**config.mk**
```make
export PLATFORM = sky130hd
export DESIGN_NAME = sata_phy_align
export DESIGN_NICKNAME = d
export VERILOG_FILES = /design/src/rtl/sata_phy_pkg.sv /design/src/rtl/sata_phy_align_ch.sv /design/src/rtl/sata_phy_align.sv
export SDC_FILE = /design/constraint.sdc
export NUM_CORES = 1
export LEC_CHECK = 0
export CAP_MARGIN = 20
export CORE_ASPECT_RATIO = 0.5
export CORE_MARGIN = 1.5
export CORE_UTILIZATION = 29
export CTS_CLUSTER_SIZE = 24
export DETAILED_ROUTE_END_ITERATION = 7
export GPL_ROUTABILITY_DRIVEN = 0
export HOLD_SLACK_MARGIN = 0.02
export PLACE_DENSITY_LB_ADDON = 0.12
export SLEW_MARGIN = 30
export SYNTH_ARGS = -nofsm -noshare
export SYNTH_HDL_FRONTEND = slang
export SYNTH_HIERARCHICAL = 1
export SYNTH_SLANG_ARGS = --single-unit
```
**constraint.sdc**
```tcl
create_clock -name phyclk -period 6.8 [get_ports phyclk]
set_clock_uncertainty 0.15 [all_clocks]
set_input_delay 1.02 -clock phyclk [delete_from_list [all_inputs] [get_ports phyclk]]
set_output_delay 1.02 -clock phyclk [all_outputs]
set_load 0.02 [all_outputs]
```
**src/rtl/sata_phy_pkg.sv**
```systemverilog
// Shared constants, FSM encodings and the K28.5 lane finder for the
// SATA primitive-alignment layer.
package sata_phy_pkg;

    localparam logic [31:0] ALIGN_DW = 32'h7B4A4ABC;
    localparam logic [3:0]  ALIGN_K  = 4'b0001;
    localparam logic [31:0] SYNC_DW  = 32'hB5B5957C;
    localparam logic [3:0]  SYNC_K   = 4'b0001;
    localparam logic [7:0]  K285     = 8'hBC;

    localparam logic [1:0] TX_ALIGN0 = 2'd0;
    localparam logic [1:0] TX_ALIGN1 = 2'd1;
    localparam logic [1:0] TX_DATA   = 2'd2;

    localparam logic [1:0] LINK_DOWN  = 2'd0;
    localparam logic [1:0] LINK_CHECK = 2'd1;
    localparam logic [1:0] LINK_UP    = 2'd2;

    // Returns {hit, lane}: lowest byte lane carrying a K28.5.
    function automatic logic [2:0] k285_detect(input logic [31:0] d, input logic [3:0] k);
        logic [2:0] r;
        r = 3'b000;
        for (int j = 3; j >= 0; j--)
            if (k[j] && d[j*8 +: 8] == K285)
                r = {1'b1, 2'(j)};
        return r;
    endfunction

endpackage

```
**src/rtl/sata_phy_align_ch.sv**
```systemverilog
// One channel: TX ALIGN-pair insertion plus RX realignment and link lock.
module sata_phy_align_ch
    import sata_phy_pkg::*;
#(
    parameter int C_ALIGN_INTERVAL = 254,
    parameter int C_LOCK_ALIGNS    = 4,
    parameter int C_LOSS_TIMEOUT   = 1024
) (
    input  logic        phyclk,
    input  logic        phyreset,
    input  logic [31:0] txdata,
    input  logic        txdatak,
    output logic        txdatak_pop,
    output logic [31:0] gtx_txdata,
    output logic [3:0]  gtx_txdatak,
    input  logic [31:0] gtx_rxdata,
    input  logic [3:0]  gtx_rxdatak,
    output logic [31:0] rxdata,
    output logic        rxdatak,
    output logic        rxvalid,
    output logic        link_up,
    output logic        rx_lost
);

    logic [1:0] tx_state;
    logic [9:0] tx_cnt;

    assign txdatak_pop = (tx_state == TX_DATA);

    always_ff @(posedge phyclk) begin
        if (phyreset) begin
            tx_state    <= TX_ALIGN0;
            tx_cnt      <= '0;
            gtx_txdata  <= ALIGN_DW;
            gtx_txdatak <= ALIGN_K;
        end else begin
            case (tx_state)
                TX_ALIGN0: begin
                    gtx_txdata  <= ALIGN_DW;
                    gtx_txdatak <= ALIGN_K;
                    tx_state    <= TX_ALIGN1;
                end
                TX_ALIGN1: begin
                    gtx_txdata  <= ALIGN_DW;
                    gtx_txdatak <= ALIGN_K;
                    tx_state    <= TX_DATA;
                end
                TX_DATA: begin
                    gtx_txdata  <= txdata;
                    gtx_txdatak <= {3'b000, txdatak};
                    if (tx_cnt == 10'(C_ALIGN_INTERVAL - 1)) begin
                        tx_cnt   <= '0;
                        tx_state <= TX_ALIGN0;
                    end else begin
                        tx_cnt <= tx_cnt + 10'd1;
                    end
                end
                default: tx_state <= TX_ALIGN0;
            endcase
        end
    end

    logic [31:0] prev;
    logic [3:0]  prevk;
    logic [1:0]  shift;
    logic [3:0]  lock_cnt;
    logic [15:0] wd_cnt;
    logic [1:0]  lstate;
    logic [63:0] cat;
    logic [7:0]  catk;
    logic [31:0] aligned;
    logic        aligned_k;
    logic        is_align;
    logic [2:0]  det;
    logic        mismatch;

    // The dword starting at the K28.5 lane straddles the previous and current raw words.
    always_comb begin
        cat       = {gtx_rxdata, prev};
        catk      = {gtx_rxdatak, prevk};
        aligned   = 32'(cat >> {shift, 3'b000});
        aligned_k = catk[{1'b0, shift}];
        is_align  = (aligned == ALIGN_DW);
        det       = k285_detect(gtx_rxdata, gtx_rxdatak);
        mismatch  = det[2] && (det[1:0] != shift);
    end

    assign link_up = (lstate == LINK_UP);

    always_ff @(posedge phyclk) begin
        if (phyreset) begin
            prev     <= '0;
            prevk    <= '0;
            rxdata   <= '0;
            rxdatak  <= 1'b0;
            rxvalid  <= 1'b0;
            rx_lost  <= 1'b0;
            shift    <= '0;
            lock_cnt <= '0;
            wd_cnt   <= '0;
            lstate   <= LINK_DOWN;
        end else begin
            prev    <= gtx_rxdata;
            prevk   <= gtx_rxdatak;
            rxdata  <= aligned;
            rxdatak <= aligned_k;
            rxvalid <= (lstate == LINK_UP) && !is_align;
            rx_lost <= 1'b0;
            case (lstate)
                LINK_DOWN: begin
                    if (det[2]) begin
                        shift    <= det[1:0];
                        lock_cnt <= '0;
                        lstate   <= LINK_CHECK;
                    end
                end
                LINK_CHECK: begin
                    if (mismatch) begin
                        lstate <= LINK_DOWN;
                    end else if (is_align) begin
                        lock_cnt <= lock_cnt + 4'd1;
                        if (lock_cnt == 4'(C_LOCK_ALIGNS - 1)) begin
                            lstate <= LINK_UP;
                            wd_cnt <= '0;
                        end
                    end
                end
                LINK_UP: begin
                    // An ALIGN arriving on the expiry dword still rescues the link.
                    if (mismatch || (!is_align && wd_cnt == 16'(C_LOSS_TIMEOUT))) begin
                        lstate  <= LINK_DOWN;
                        rx_lost <= 1'b1;
                        wd_cnt  <= '0;
                    end else if (is_align) begin
                        wd_cnt <= '0;
                    end else begin
                        wd_cnt <= wd_cnt + 16'd1;
                    end
                end
                default: lstate <= LINK_DOWN;
            endcase
        end
    end

endmodule

```
**src/rtl/sata_phy_align.sv**
```systemverilog
// N-channel SATA alignment layer: one independent sata_phy_align_ch per channel.
module sata_phy_align
    import sata_phy_pkg::*;
#(
    parameter int C_NUM_CH         = 2,
    parameter int C_ALIGN_INTERVAL = 254,
    parameter int C_LOCK_ALIGNS    = 4,
    parameter int C_LOSS_TIMEOUT   = 1024
) (
    input  logic                    phyclk,
    input  logic                    phyreset,
    input  logic [C_NUM_CH*32-1:0]  txdata,
    input  logic [C_NUM_CH-1:0]     txdatak,
    output logic [C_NUM_CH-1:0]     txdatak_pop,
    output logic [C_NUM_CH*32-1:0]  gtx_txdata,
    output logic [C_NUM_CH*4-1:0]   gtx_txdatak,
    input  logic [C_NUM_CH*32-1:0]  gtx_rxdata,
    input  logic [C_NUM_CH*4-1:0]   gtx_rxdatak,
    output logic [C_NUM_CH*32-1:0]  rxdata,
    output logic [C_NUM_CH-1:0]     rxdatak,
    output logic [C_NUM_CH-1:0]     rxvalid,
    output logic [C_NUM_CH-1:0]     link_up,
    output logic [C_NUM_CH-1:0]     rx_lost
);

    for (genvar i = 0; i < C_NUM_CH; i++) begin : g_ch
        sata_phy_align_ch #(
            .C_ALIGN_INTERVAL(C_ALIGN_INTERVAL),
            .C_LOCK_ALIGNS   (C_LOCK_ALIGNS),
            .C_LOSS_TIMEOUT  (C_LOSS_TIMEOUT)
        ) u_ch (
            .phyclk     (phyclk),
            .phyreset   (phyreset),
            .txdata     (txdata[i*32 +: 32]),
            .txdatak    (txdatak[i]),
            .txdatak_pop(txdatak_pop[i]),
            .gtx_txdata (gtx_txdata[i*32 +: 32]),
            .gtx_txdatak(gtx_txdatak[i*4 +: 4]),
            .gtx_rxdata (gtx_rxdata[i*32 +: 32]),
            .gtx_rxdatak(gtx_rxdatak[i*4 +: 4]),
            .rxdata     (rxdata[i*32 +: 32]),
            .rxdatak    (rxdatak[i]),
            .rxvalid    (rxvalid[i]),
            .link_up    (link_up[i]),
            .rx_lost    (rx_lost[i])
        );
    end

endmodule

```
# Word-level counts from Yosys, hierarchy flattened
# Cells that the tools add are included.
# op_classes
eq_ne,42
n_lt_le_gt_ge,2
n_mux,56
addsub,6
shift,2
n_mul,0
div,0
bitwise,2
n_reduce_logical,40
# op_table
op,count
$mux W16,10
$pmux W32 S2,2
$shr A64 B5 Y32,2
$eq A32 B31 Y1 const B,2
$eq A8 B8 Y1 const B,8
$pmux W16 S2,2
$add A16 B1 Y16 const B,2
$eq A16 B11 Y1 const B,2
$pmux W4 S2,4
$mux W2,12
$mux W3,8
$mux W4,6
$pmux W2 S3,4
$reduce_and A4 Y1,6
$add A10 B1 Y10 const B,2
$eq A10 B8 Y1 const B,2
$mux W10,2
$logic_and A1 B1 Y1,14
$ne A2 B1 Y1 const B,6
$ne A2 B2 Y1 const B,6
$ne A3 B1 Y1 const B,4
$reduce_bool A2 Y1,6
$add A4 B1 Y4 const B,2
$eq A2 B1 Y1 const B,4
12 further kinds,32
# word_totals
n_memories,0
output_inout_bits,146
register_bits,286
rom_bits,0
latch_bits,0
mem_bits_rw,0
in_bits,140
wordCells,178

# Depth between registers and ports, before layout
# Gate-level depths: netlist (run 1).
# logic_depth
word_depth,11
mapped_depth,11
ltp_nobuf,8

# Hierarchy
# Netlist (run 1), hierarchy kept.
# modules_own_cells
mod,cells_each,n_inst,seq_area_each_um2,area_each_um2
sata_phy_align_ch at g_ch[1].u_ch,603,1,2802.7,6142.1
sata_phy_align_ch at g_ch[0].u_ch,586,1,2802.7,6004.5

# Least setup slack after synthesis (run 1)
# Ideal clock, no wire load.
# synth_timing
path_type,input-to-reg
from,input gtx_rxdata[46]
to,register g_ch[1].u_ch.wd_cnt[11]
required_time_ns,6.512
path_stages,8
slack_ns,3.414
n_path_buf,1
arrival_ns,3.098
path_cell_list,nand4b_1 nor4_2 a211oi_1 or4_4 a21o_1 o41ai_4 buf_6 o221ai_2
# synth_between
elab_chain_cells,9
# synth_rtl
element,line_no,source
"start, declared",sata_phy_align.sv:17,"input logic [C_NUM_CH*32-1:0] gtx_rxdata,"
branches (longest 9 deep; another with $shr A64 B5 Y32),n/a,
"end signal, assigned",sata_phy_align_ch.sv:137,wd_cnt <= wd_cnt + 16'd1;
"end, declared",sata_phy_align_ch.sv:67,logic [15:0] wd_cnt;
# Several ways; the timed one is not identified.
# A chain may end at the register's enable or synchronous reset.

# Worst setup path in the final report (run 1)
# layout_timing
from,register g_ch[0].u_ch.shift[0]
to,register g_ch[0].u_ch.wd_cnt[12]
# layout_between
elab_chain_cells,7
# layout_rtl
element,line_no,source
"start, declared",sata_phy_align_ch.sv:65,logic [1:0] shift;
"start signal, assigned",sata_phy_align_ch.sv:112,shift <= det[1:0];
$shr A64 B5 Y32,sata_phy_align_ch.sv:81,"aligned = 32'(cat >> {shift, 3'b000});"
$eq A32 B31 Y1,sata_phy_align_ch.sv:83,is_align = (aligned == ALIGN_DW);
$logic_not A1 Y1,sata_phy_align_ch.sv:130,if (mismatch || (!is_align && wd_cnt == 16'(C_LOSS_TIMEOUT))) begin
$logic_and A1 B1 Y1,sata_phy_align_ch.sv:130,
$logic_or A1 B1 Y1,sata_phy_align_ch.sv:130,
$mux W16,sata_phy_align_ch.sv:130,
$pmux W16 S2,sata_phy_align_ch.sv:109,case (lstate)
"end signal, assigned",sata_phy_align_ch.sv:137,
"end, declared",sata_phy_align_ch.sv:67,
# Parallel ways exist; a longest one is shown, timed or not.

==> results of run 1 <==
[cells in the final DEF (no fill, tap or decap), types with 6 or more instances in the layout]
cell type	count
clkdlybuf4s50_1	278
dfxtp_1	276
nor2b_1	112
nor2_1	106
mux2i_1	102
nand2_1	82
mux4_2	47
inv_1	41
clkbuf_16	29
and2_1	29
nand3_1	29
nor3_1	25
a21oi_1	23
nand4_1	22
nor4_1	17
o21ai_0	17
nand2b_1	16
o21ai_1	16
xnor2_1	13
mux2_2	10
ha_1	10
buf_4	9
clkinv_2	8
nand4b_1	8
and3_1	7
nor3b_1	6
or2_2	6
a31oi_1	6
xor2_1	6
conb_1	6
o221ai_1	6
[report_power, final]
part | switching (mW) | internal [mW]
clock network | 0.685 | 0.909
logic | 0.170 | 0.211
registers | 0.0523 | 1.70
[flip-flops by register name, indices dropped and copies added (netlist names), 4 cells and up]
register	cells
g_ch.u_ch/tx_cnt	20
g_ch.u_ch/shift	4
g_ch.u_ch/lstate	4
g_ch.u_ch/rxdata	64
g_ch.u_ch/wd_cnt	32
g_ch.u_ch/tx_state	4
g_ch.u_ch/prev	64
g_ch.u_ch/gtx_txdata	64
g_ch.u_ch/lock_cnt	8
g_ch.u_ch/prevk	8
[synthesized netlist by cell type, types with 7 or more instances]
cell type | count | area share
a21oi_1 | 23 | 0.0095
nand2_1 | 82 | 0.025
and3_1 | 7 | 0.0036
inv_1 | 41 | 0.013
ha_1 | 10 | 0.010
clkbuf_1 | 33 | 0.010
nor4_1 | 17 | 0.0088
o21ai_0 | 17 | 0.0070
nor2b_1 | 113 | 0.058
nand2b_1 | 16 | 0.0082
buf_4 | 7 | 0.0043
mux2_2 | 10 | 0.0093
nor2_1 | 106 | 0.033
nand4b_1 | 8 | 0.0058
mux2i_1 | 102 | 0.084
buf_2 | 7 | 0.0029
nand4_1 | 22 | 0.011
nand3_1 | 29 | 0.012
and2_1 | 29 | 0.015
dfxtp_1 | 280 | 0.46
nor3_1 | 25 | 0.010
o21ai_1 | 16 | 0.0066
buf_1 | 9 | 0.0028
mux4_2 | 47 | 0.087
xnor2_1 | 13 | 0.0094
[final timing paths]
kind / to / slack [ps]
hold reg to reg: g_ch[1].u_ch/gtx_txdata[14] / 330
setup / recovery: g_ch[0].u_ch/wd_cnt[12] / 2580
hold / removal: g_ch[1].u_ch/gtx_txdata[14] / 330
setup reg to reg: g_ch[0].u_ch/wd_cnt[12] / 2580
[stage by stage]
| step | power [mW] | cell area (um^2) |
|---|---|---|
| finish | 3.72 | 16300 |
| CTS | 3.79 | 16300 |
| global placement | 2.17 | 15400 |
| detailed placement | 2.17 | 15400 |
| global route | 3.89 | 16300 |
| floorplan | 1.97 | 12200 |
[cells by family after synthesis]
group                    after synthesis  share of synthesized area
AO/OA/AOI/OAI                        109                     0.0635
XOR/XNOR                              19                     0.0137
adder cells (fa/ha/maj)               10                     0.0103
buffers and inverters                107                     0.0413
flip-flops                           280                      0.461
multiplexers                         161                      0.184
other                                  2                   0.000618
AND/OR/NAND/NOR                      501                      0.225
[layer usage]
metal / wire, um / GRT usage
met1: 14400 / 0.187
met3: 1250 / 0.0274
met2: 18200 / 0.290
met5: 0 / 0
met4: 618 / 0.0381
[cell type report]
type,instances,area (um^2)
tap,540,676
multi-input combinational,806,6060
inverter,43,161
sequential,280,5620
clock inverter,15,140
timing repair buffer,288,2860
fill,4016,24500
clock buffer,36,802
antenna,2,5.00
[critical path, stage by stage, from the launching register on]
cell and delay, ps:
dfxtp_2 790, buf_4 420, mux4_2 600, or4b_1 490, nor4_1 240, nand4_1 480, a211oi_2 430, or3_2 350
o22ai_1 130
==> flow_summary_export.csv, run 1 <==
group,metric,value,unit
status,status,"finished clean",
synth,synth-edff-count,0,
clock_network,cts_max_level,1,
critical_path,reg2reg_from,"g_ch[0].u_ch/shift[0]",
critical_path,crit_path_end_kind,"flop",
global_route,overflow,0,
sta,slew_violations,0,
synth,yosysWarnings,6,
sta,slew_headroom,0.428,
layout,areaGrowthSynthToFinish,34.4,%
sta,period_share,0.620,
sta,max_freq,237,MHz
clock_network,hold_buffers,0,
clock_network,cts-resized-gates,0,
layout,drive_gt1_frac,0.100,
min_path,hold_depth,2,
global_route,grt_usage,0.156,
floorplan,initial_utilization,0.297,
critical_path,cp_max_fo,22,
drt,drc,0,
min_path,hold_path.startpoint,"g_ch[1].u_ch/gtx_txdata[14]",
sta,rsz0062_at_grt,"false",
placement,dp_cells,1956,
clock_network,clock_sinks,280,
power_and_ir_drop,power.density,228,nW/um^2
drt,ant_nets,0,
floorplan,dieArea,43200,um^2
floorplan,core-area,40900,um^2
sta,timing.final.hold_violations,0,
synth,synthesis.area,12100,um^2
sta,tightest_slew,856,ps
placement,port_buffers,279,
drt,first_pass_iters,4,
drt,vias_per_cell,4.76,
min_path,hold_class,"reg -> reg",
sta,min_period,4220,ps
layout,nets,1597,
power_and_ir_drop,vdd_drop_max,190,uV
critical_path,critPathKind,"reg -> reg",
synth,syn_inst,1189,
critical_path,critPathLaunchType,"flop",
drt,wire_per_inst,17.2,um
synth,avgSynthCellArea,10.2,um^2
synth,async_reset_ff_frac,0,
global_route,antenna_found_initial,2,
floorplan,dieWidth,292,um
clock_network,tritoncts,"yes",
global_route,grt_pass1_vias,9500,
power_and_ir_drop,p_leak,5.70,nW
critical_path,reg2regPathDepth,8,
job,maxCapViolCount,0,
critical_path,critPathArrivalTime,4480,ps
global_route,grt_max_degree,63,
synth,yosysSeqAreaShare,0.461,
floorplan,ioPinCount,286,
synth,synthFlopType,"dfxtp_1",
sta,setup_ws,2580,ps
floorplan,die_height,148,um
critical_path,cp-startpoint,"g_ch[0].u_ch/shift[0]",
sta,hold_slack,326,ps
layout,instances_no_fill,2010,
clock_network,cts_buffers,28,
drt,drtIter0Drc,402,
drt,vias,9560,
clock_network,clkTransAtPathRegs,70,ps
clock_network,clock_latency,560,ps
drt,postRouteWirelength,34500,um
clock_network,clockBufferDepth,3,
clock_network,postCtsSetupBuffers,0,
global_route,grt_pass1_wl,53700,um
sta,tns,0,ps
placement,dp_hpwl,25600,um
placement,pre_cts_slack,2240,ps
critical_path,required,7070,ps
synth,ys_ff_latch,280,
layout,final_util,0.400,
synth,synth_cell_types,74,
floorplan,rows,52,
clock_network,clockRootBuffer,"clkbuf_16",
sta,final-setup-viol-count,0,
Note: power is estimated with default switching activity, not from simulation.
==> run 2, diff against run 1 <==
==> constraint.sdc (replaced) <==
create_clock -name phyclk -period 3.5 [get_ports phyclk]
set_clock_uncertainty 0.15 [all_clocks]
set_input_delay 0.525 -clock phyclk [delete_from_list [all_inputs] [get_ports phyclk]]
set_output_delay 0.525 -clock phyclk [all_outputs]
set_load 0.02 [all_outputs]
==> flow_summary_export.csv, run 2 (synthesis gave the netlist of run 1 again) <==
group,metric,value,unit
drt,drc,0,
sta,timing.final.hold_violations,0,
drt,vias_per_cell,4.73,
global_route,overflow,0,
global_route,grt_usage,0.157,
layout,drive_gt1_frac,0.127,
critical_path,path_delay_family,"simple AND/OR/NAND/NOR gates",
critical_path,cp.buffers_inverters,2,
critical_path,critPathLaunchType,"flop",
power_and_ir_drop,fin_total_pwr,7.54,mW
power_and_ir_drop,intPower,5.79,mW
drt,postRouteWirelength,34600,um
clock_network,clockBufferDepth,3,
sta,min_period,3220,ps
power_and_ir_drop,switchingPower,1.75,mW
floorplan,dieWidth,292,um
clock_network,hold_buffers,0,
layout,mostFrequentLayoutCell,"clkdlybuf4s50_1",
critical_path,slowest_delay,560,ps
floorplan,rows,52,
floorplan,initial_utilization,0.297,
global_route,grt_pass1_wl,54400,um
floorplan,die_height,148,um
layout,largestRegisters,"g_ch.u_ch/gtx_txdata: 64 flops, g_ch.u_ch/prev: 64 flops, g_ch.u_ch/rxdata: 64 flops",
critical_path,required,3760,ps
placement,dp_hpwl,26200,um
power_and_ir_drop,power.density,449,nW/um^2
clock_network,clock_latency,560,ps
status,status,"finished clean",
power_and_ir_drop,p_clk_frac,0.448,
job,maxCapViolCount,0,
sta,slew_violations,0,
layout,nets,1643,
clock_network,clkTransAtPathRegs,70,ps
power_and_ir_drop,vdd_drop_max,352,uV
layout,areaGrowthSynthToFinish,38.2,%
critical_path,critPathArrivalTime,3480,ps
drt,ant_nets,0,
min_path,hold_class,"in -> reg",
placement,port_buffers,279,
clock_network,clock_sinks,280,
layout,layout_common_cells,"clkdlybuf4s50_1 (278), dfxtp_1 (275), nor2b_1 (113)",
placement,placed_area,15700,um^2
sta,tightest_slew,693,ps
drt,first_pass_iters,5,
power_and_ir_drop,p_sw_frac,0.232,
power_and_ir_drop,p_leak,5.99,nW
global_route,grt_max_degree,62,
clock_network,cts_buffers,28,
floorplan,ioPinCount,286,
critical_path,critPathKind,"reg -> reg",
critical_path,cpMaxStageDelayCell,"dfxtp_2",
floorplan,dieArea,43200,um^2
layout,design_area,16800,um^2
sta,rsz0062_at_grt,"false",
clock_network,tritoncts,"yes",
floorplan,core-area,40900,um^2
sta,slew_headroom,0.538,
drt,wire_per_inst,16.8,um
critical_path,cp_max_fo,16,
global_route,antenna_found_initial,2,
drt,vias,9732,
drt,drtIter0Drc,304,
sta,final-setup-viol-count,0,
clock_network,cts-resized-gates,0,
clock_network,cts_max_level,1,
sta,period_share,0.920,
power_and_ir_drop,pwr-share-seq,0.445,
clock_network,clockRootBuffer,"clkbuf_16",
clock_network,postCtsSetupBuffers,0,
power_and_ir_drop,comb_power_share,0.107,
sta,max_freq,311,MHz
critical_path,crit_chain,"buf_4 > mux4_2 > nor2_1 > nand4_1 > nor3_2 > nand2_4 > o41ai_4 > buf_12 > o221ai_1",
global_route,grt_pass1_vias,9970,
critical_path,crit_path_end_kind,"flop",
[run 2: per-layer routing]
metal  wire, um  track usage  vias up
met5          0            0        -
met4        963       0.0464        0
met3       1240       0.0278       57
met2      18000        0.292      201
met1      14400        0.184     4672
li1           -            -     4802
[run 2: path summary, 6_finish.rpt]
| path | start | to | slack, ps | cells after the start |
|---|---|---|---|---|
| worst min register to register | g_ch[0].u_ch/gtx_txdata[7] | g_ch[0].u_ch/gtx_txdata[7] | 330 | 2 |
| worst max register to register | g_ch[1].u_ch/shift[0] | g_ch[1].u_ch/wd_cnt[8] | 280 | 9 |
| worst min-delay path | phyreset | g_ch[0].u_ch/prev[14] | 200 | 2 |
| worst max-delay path | g_ch[1].u_ch/shift[0] | g_ch[1].u_ch/wd_cnt[8] | 280 | 9 |
[run 2: per-stage QoR]
stage,util,instances,hold WS (ps),TNS [ps],setup WS [ps]
floorplan,-,1193,311,0,609
global placement,0.385,2003,304,-144,-36.4
detailed placement,0.385,2003,314,-1020,-108
CTS,0.411,2054,166,0,96.1
global route,0.411,2056,175,0,131
finish,0.411,2056,195,0,280
[run 2: worst reg2reg max path: cells and delay by family (launching register included)]
| kind | cells | cell delay (ps) |
|---|---|---|
| buffers and inverters | 2 | 460 |
| AOI/OAI and AO/OA | 2 | 530 |
| muxes | 1 | 530 |
| and+or+nand+nor | 4 | 850 |
| DFF | 1 | 560 |
[run 2: power groups by stage]
| stage | registers [mW] | clock network, mW | logic [mW] |
|---|---|---|---|
| 2_1_floorplan | 3.48 | 0 | 0.344 |
| 3_3_place_gp | 3.42 | 0 | 0.812 |
| 3_5_place_dp | 3.42 | 0 | 0.818 |
| 4_1_cts | 3.35 | 3.48 | 0.821 |
| 5_1_grt | 3.36 | 3.62 | 0.865 |
| 6_report | 3.35 | 3.38 | 0.806 |
[run 2: area by class of cell]
type	instances	area, um^2
fillers	3945	24100
flip-flops and latches	280	5610
clock inverters	14	230
well taps	540	676
diodes	2	5.00
inverters	43	161
repair buffers	334	3240
clock buffers	37	806
multi-input cells	806	6050
